<file path="config.mk">
export PLATFORM = sky130hd
export DESIGN_NAME = mips_regfile_2w_sb
export DESIGN_NICKNAME = d
export VERILOG_FILES = /design/src/rtl/mips_regfile_pkg.sv /design/src/rtl/mips_reg_scoreboard.sv /design/src/rtl/mips_regfile_2w_sb.sv
export SDC_FILE = /design/constraint.sdc
export NUM_CORES = 2
export LEC_CHECK = 0
export ABC_AREA = 0
export CAP_MARGIN = 20
export CORE_UTILIZATION = 37
export DETAILED_ROUTE_END_ITERATION = 16
export PLACE_DENSITY = 0.57
export SYNTH_ARGS = -nofsm -noshare
export SYNTH_HDL_FRONTEND = slang
export SYNTH_SLANG_ARGS = --single-unit
</file>
<file path="constraint.sdc">
create_clock -name Clk -period 33.7 [get_ports Clk]
set_clock_uncertainty 0.05 [all_clocks]
set_input_delay 5.055 -clock Clk [delete_from_list [all_inputs] [get_ports Clk]]
set_output_delay 5.055 -clock Clk [all_outputs]
set_load 0.01 [all_outputs]
</file>
<file path="src/rtl/mips_regfile_pkg.sv">
// Shared constants and types for the dual-write MIPS register file and its busy scoreboard.
package mips_regfile_pkg;

   localparam int DATA_W_DEF = 32;
   localparam int ADDR_W_DEF = 5;
   localparam int ZERO_ADDR  = 0;

   typedef logic [DATA_W_DEF-1:0] data_t;
   typedef logic [ADDR_W_DEF-1:0] addr_t;

endpackage

</file>
<file path="src/rtl/mips_reg_scoreboard.sv">
// Per-register busy bits: set by issue, cleared by writeback, wiped by a pipeline flush.
module mips_reg_scoreboard
   import mips_regfile_pkg::*;
#(
   parameter int ADDR_W   = ADDR_W_DEF,
   parameter int ZERO_REG = 1
) (
   input  logic              Clk,
   input  logic              Reset,
   input  logic              Set_Busy,
   input  logic [ADDR_W-1:0] Busy_Addr,
   input  logic              W0_En,
   input  logic [ADDR_W-1:0] W0_Addr,
   input  logic              W1_En,
   input  logic [ADDR_W-1:0] W1_Addr,
   input  logic              Flush,
   input  logic [ADDR_W-1:0] R_Addr_A,
   input  logic [ADDR_W-1:0] R_Addr_B,
   output logic              Busy_A,
   output logic              Busy_B
);

   localparam int DEPTH = 2**ADDR_W;

   logic [DEPTH-1:0] r_busy;
   logic [DEPTH-1:0] w_busyNext;

   // Set is applied after the clears because the new producer is younger than the retiring one.
   always_comb begin
      w_busyNext = r_busy;
      if (W0_En) w_busyNext[W0_Addr] = 1'b0;
      if (W1_En) w_busyNext[W1_Addr] = 1'b0;
      if (Set_Busy) w_busyNext[Busy_Addr] = 1'b1;
      if (Flush) w_busyNext = '0;
      if (ZERO_REG != 0) w_busyNext[ZERO_ADDR] = 1'b0;
   end

   always_ff @(posedge Clk or posedge Reset) begin
      if (Reset) r_busy <= '0;
      else       r_busy <= w_busyNext;
   end

   assign Busy_A = r_busy[R_Addr_A];
   assign Busy_B = r_busy[R_Addr_B];

endmodule

</file>
<file path="src/rtl/mips_regfile_2w_sb.sv">
// Two-read/two-write MIPS register file with busy scoreboard.
// Define REGFILE_BYPASS_EN to forward same-cycle write data to the read ports.
module mips_regfile_2w_sb
   import mips_regfile_pkg::*;
#(
   parameter int DATA_W   = DATA_W_DEF,
   parameter int ADDR_W   = ADDR_W_DEF,
   parameter int ZERO_REG = 1
) (
   input  logic              Clk,
   input  logic              Reset,
   input  logic [ADDR_W-1:0] R_Addr_A,
   input  logic [ADDR_W-1:0] R_Addr_B,
   output logic [DATA_W-1:0] R_Data_A,
   output logic [DATA_W-1:0] R_Data_B,
   output logic              Busy_A,
   output logic              Busy_B,
   input  logic              W0_En,
   input  logic [ADDR_W-1:0] W0_Addr,
   input  logic [DATA_W-1:0] W0_Data,
   input  logic              W1_En,
   input  logic [ADDR_W-1:0] W1_Addr,
   input  logic [DATA_W-1:0] W1_Data,
   input  logic              Set_Busy,
   input  logic [ADDR_W-1:0] Busy_Addr,
   input  logic              Flush
);

   localparam int DEPTH = 2**ADDR_W;

   logic [DATA_W-1:0] r_regs [DEPTH];
   logic              w_w0Store;
   logic              w_w1Store;
   logic              w_zeroA;
   logic              w_zeroB;

   assign w_w0Store = W0_En && !((ZERO_REG != 0) && (W0_Addr == ADDR_W'(ZERO_ADDR)));
   assign w_w1Store = W1_En && !((ZERO_REG != 0) && (W1_Addr == ADDR_W'(ZERO_ADDR)));
   assign w_zeroA   = (ZERO_REG != 0) && (R_Addr_A == ADDR_W'(ZERO_ADDR));
   assign w_zeroB   = (ZERO_REG != 0) && (R_Addr_B == ADDR_W'(ZERO_ADDR));

   // W1 is written last so it wins a same-address collision, matching program order.
   always_ff @(posedge Clk or posedge Reset) begin
      if (Reset) begin
         for (int i = 0; i < DEPTH; i++) r_regs[i] <= '0;
      end else begin
         if (w_w0Store) r_regs[W0_Addr] <= W0_Data;
         if (w_w1Store) r_regs[W1_Addr] <= W1_Data;
      end
   end

   always_comb begin
      R_Data_A = r_regs[R_Addr_A];
      R_Data_B = r_regs[R_Addr_B];
`ifdef REGFILE_BYPASS_EN
      if (W0_En && (W0_Addr == R_Addr_A)) R_Data_A = W0_Data;
      if (W1_En && (W1_Addr == R_Addr_A)) R_Data_A = W1_Data;
      if (W0_En && (W0_Addr == R_Addr_B)) R_Data_B = W0_Data;
      if (W1_En && (W1_Addr == R_Addr_B)) R_Data_B = W1_Data;
`endif
      if (w_zeroA || Reset) R_Data_A = '0;
      if (w_zeroB || Reset) R_Data_B = '0;
   end

   mips_reg_scoreboard #(
      .ADDR_W   (ADDR_W),
      .ZERO_REG (ZERO_REG)
   ) u_scoreboard (
      .Clk       (Clk),
      .Reset     (Reset),
      .Set_Busy  (Set_Busy),
      .Busy_Addr (Busy_Addr),
      .W0_En     (W0_En),
      .W0_Addr   (W0_Addr),
      .W1_En     (W1_En),
      .W1_Addr   (W1_Addr),
      .Flush     (Flush),
      .R_Addr_A  (R_Addr_A),
      .R_Addr_B  (R_Addr_B),
      .Busy_A    (Busy_A),
      .Busy_B    (Busy_B)
   );

endmodule

</file>
[Word level (Yosys, flattened, before mapping)]
Cells that the tools add are included.
Word-level totals
  register bits after elaboration: 1055
  bits of input ports: 95
  output and inout bits: 66
  word-level logic and storage cells: 101
Cells by class
  order comparisons: 14
  muxes and demuxes: 30
  bitwise gates (word level): 9
  reduce and logical (&&, ||, !) cells: 15
Operators with widths (number)
  $bwmux 1024: 2
  $mux 1024: 2
  $mux 32: 12
  $bmux 32 s5: 2
  $demux 32 s5: 2
  $and 32x32->32: 2
  $not 32->32: 2
  $or 32x32->32: 1
  $lt 5x6->1 const B: 5
  $ge 6x6->1 const B: 4
  $not 5->6: 4
  $logic_not 5->1: 4
  $demux 1 s5: 3
  $ge 5x1->1 const B: 3
  $lt 6x1->1 const B: 2
  $bmux 1 s5: 2
  $logic_and 1x1->1: 7
  $mux 1: 5
  $logic_not 1->1: 2
  $logic_or 1x1->1: 2

[Longest topological paths before layout]
  depth after elaboration: 12
  depth in mapped cells: 9

[By module]
A second synthesis with hierarchy kept.
Second synthesis, totals
  cell total of the unflattened synthesis: 6161
  area, all modules: 65297.6 um2
By module, submodules not included
  mips_regfile_2w_sb: instances 1, cells an instance 5915, area an instance 63038.0 um2, sequential area each 25624.6 um2
  mips_reg_scoreboard: instances 1, cells an instance 246, area an instance 2259.7 um2, sequential area each 775.7 um2

[Worst setup path before layout]
OpenSTA, ideal clock, no wires.
  path kind: input to output
  start: input port R_Addr_A[0]
  end: output port R_Data_A[28]
  arrival time: 6669 ps
  required time: 28595 ps
  slack: 21926 ps
  cell stages on the path: 7
  path buffers: 3
  cells stage by stage: buf_2 > buf_2 > buf_2 > mux4_2 > a22oi_1 > o211a_1 > a31oi_1
Between the ends
  cells in the longest elaborated chain, start to end: 5
Ends and longest elaborated chain
  from (decl): RTL line mips_regfile_2w_sb.sv:12  | input logic [ADDR_W-1:0] R_Addr_A,
  $not 5->6 (implied by the code): RTL line mips_regfile_2w_sb.sv:53  | R_Data_A = r_regs[R_Addr_A];
  $bmux 32 s5: RTL line mips_regfile_2w_sb.sv:53
  $mux 32 (implied by the code) (2 in series): RTL line mips_regfile_2w_sb.sv:53
  $mux 32 (*): RTL line mips_regfile_2w_sb.sv:61  | if (w_zeroA || Reset) R_Data_A = '0;
  to (decl): RTL line mips_regfile_2w_sb.sv:14  | output logic [DATA_W-1:0] R_Data_A,
Every way passes the cells marked *; elsewhere a longest branch is shown, timed or not. The select of a mux whose other input is x is not followed.

[Final worst setup path]
  start: input port R_Addr_B[0]
  end: output port R_Data_B[16]
Between the ends
  cells in the longest elaborated chain, start to end: 5
Ends and longest elaborated chain
  from (decl): RTL line mips_regfile_2w_sb.sv:13  | input logic [ADDR_W-1:0] R_Addr_B,
  $not 5->6 (implied by the code): RTL line mips_regfile_2w_sb.sv:54  | R_Data_B = r_regs[R_Addr_B];
  $bmux 32 s5: RTL line mips_regfile_2w_sb.sv:54
  $mux 32 (implied by the code) (2 in series): RTL line mips_regfile_2w_sb.sv:54
  $mux 32 (*): RTL line mips_regfile_2w_sb.sv:62  | if (w_zeroB || Reset) R_Data_B = '0;
  to (decl): RTL line mips_regfile_2w_sb.sv:15  | output logic [DATA_W-1:0] R_Data_B,
Marked as above.

==> out/metrics.cfg <==
[clock_tree]
insertion_delay_ns = 0.77
cts_hold_buf = 0
ctsResizeCount = 0
clockRootBuffer = clkbuf_16
cts_setup_buffers = 0
cts_num_sinks = 1055
htree_levels = 3
cts_tree = yes
numCtsBuffers = 117
path_clk_slew_ns = 0.06
clk_path_buf_depth = 3

[final_layout]
fin_area_um2 = 73090
synthToLayoutAreaGrowth_pct = 11.54
nNetsFinal = 6375
final_cells = 8734
final_cell_mix = mux2i_1, dfrtp_1, nor2_1
utilization_pct = 41.50
final_common_cell = mux2i_1
drive_gt1_share_pct = 12.07

[global_routing]
grt_pass1_vias = 52660
grt_max_degree = 164
antenna_found_initial = 21
grt_pass1_wl_um = 398200
groute.usage.overall_pct = 30.58
grt-ovfl-total = 0

[critical_path]
cp_top_family = buffers and inverters
reg2reg_depth = 2
r2r_slack_ns = 32.72
endpoint_kind = primary output
slowest_delay_ns = 0.78
startpoint = R_Addr_B[0]
crit_slowest_cell = a31oi_1
start_kind = input port
crit_top_cell = buf_4
r2r_start = r_regs[803]
required_ns = 28.59
worstSetupPathType = input port to primary output
worst-path-max-fanout = 31
worstPathCellList = buf_8, buf_4, buf_4, buf_4, nor2b_4, buf_4, a22oi_1, a31oi_1, o211a_1, a31oi_1, clkdlybuf4s50_1
regToRegEndpoint = r_regs[803]
cp_num_cells = 11
worst-path-buf-inv = 6
critical_path_arrival_ns = 10.29

[logic_synthesis]
syn_area_um2 = 65520
synth.avg_cell_area_um2 = 9.937
yosysSeqAreaShare_pct = 40.29
syn_inst = 6594
ys_warn_count = 0
synth-async-reset-ratio_pct = 100.0
synth-edff-count = 0
synth_flop_cell = dfrtp_1
ys_ff_latch = 1055
synth_cell_type_count = 48
synth_nets = 6689

[min_path]
min_to = r_regs[1006]
worstHoldStart = r_regs[1006]
whs_path_depth = 0
hold_path_class = register to register

[detailed_routing]
ant_nets = 0
drc = 0
num_vias = 55390
wire_per_inst_um = 32.17
routed_wl_um = 281000
drt-initial-drc-count = 7454
viasPerCell = 6.342
drtPass1Iterations = 7

[job]
drv_cap = 0

[timing]
period_needed_ns = 15.40
rsz0062_at_grt = no
maxSlewHeadroom_pct = 18.42
setup_violations = 0
tns_ns = 0
slew_viol_final = 0
hold_viol = 0
worst_pin_slew_ns = 1.224
max_freq_mhz = 64.95
period_share_pct = 45.69
timing.hold.ws_ns = 0.3529

[die]
initial_core_util_pct = 37.20
die_x_um = 422.8
rows = 154
dieArea_um2 = 178800
io_pins = 161
coreArea_um2 = 176100
dieHeight_um = 422.8

[place]
numPlacedInstances = 8491
placed_area_um2 = 68850
gp_congestion = 0.9020
place_hpwl_um = 163700
port_buffers = 160

[pwr]
peakVddDrop_v = 0.00004640
p_leak_nw = 34.73
p_per_area_nw_per_um2 = 58.26

[outcome]
status = complete, no violations

==> layer usage <==
layer  GRT usage [%]  wire (um)  vias up
met5               0         74        -
met4           19.93      18940       12
met3           6.663      27050      854
li1                -          -    23380
met1           39.06     107900    27720
met2           46.69     127000     3425
==> logic make-up (layout without fill, tap and decap cells) <==
group | after synthesis | after routing | share of synthesized area, %
AO/OA/AOI/OAI | 1692 | 1692 | 15.13
buffers and inverters | 794 | 577 | 5.120
flip-flops | 1055 | 1055 | 40.29
multiplexers | 1693 | 1693 | 31.11
other | 0 | 17 | 0
AND/OR/NAND/NOR | 1360 | 1360 | 8.352
==> power by group <==
part	switching [W]	internal (W)	total, W	leakage (nW)
Clock	0.000586	0.000771	0.00136	1.96
Combinational	0.000531	0.000517	0.00105	19.8
Sequential	0.000265	0.00159	0.00185	12.9
Total	0.00138	0.00287	0.00426	34.7
==> worst max path at each step <==
| stage | end | slack, ns |
|---|---|---|
| after floorplan | r_regs[0] | 14.05 |
| after global placement | R_Data_B[16] | 18.43 |
| after detailed placement | R_Data_B[16] | 18.38 |
| after CTS | R_Data_B[16] | 18.36 |
| after global routing | R_Data_B[16] | 18.21 |
| final | R_Data_B[16] | 18.30 |
==> flip-flops by register name, summed over array words and instances, names as in the netlist <==
register,cells
r_regs,1024
u_scoreboard.r_busy,31
==> through the flow <==
stage / worst slack (ns) / total power, W
6_report: 18.30 / 0.004258
5_1_grt: 18.21 / 0.004427
4_1_cts: 18.36 / 0.004234
3_5_place_dp: 18.38 / 0.002886
3_3_place_gp: 18.43 / 0.002846
2_1_floorplan: 14.05 / 0.002545
==> synth_stat cells, types with 30 or more instances <==
library cell,n,area (um2)
o21ai_0,432,2162
clkbuf_1,529,1986
a21oi_1,671,3358
o211a_1,45,450.4
mux4_2,273,6148
nor2_1,688,2582
o22ai_1,69,431.7
a22oi_1,296,2222
dfrtp_1,1055,26400
buf_4,30,225.2
nand3_1,33,165.2
nand2_1,523,1963
buf_1,32,120.1
mux2i_1,1404,14050
a31oi_1,90,563.0
buf_2,179,895.9
==> area by class of cell <==
type	instances	area [um2]
diodes	17	42.54
clock buffers	171	3462
clock inverters	45	498.0
fillers	16880	103000
inverters	19	75.07
multi-input cells	4745	36350
flip-flops and latches	1055	26400
well taps	2340	2928
repair buffers	342	3327
No activity file was read; power rests on OpenSTA's default activity.
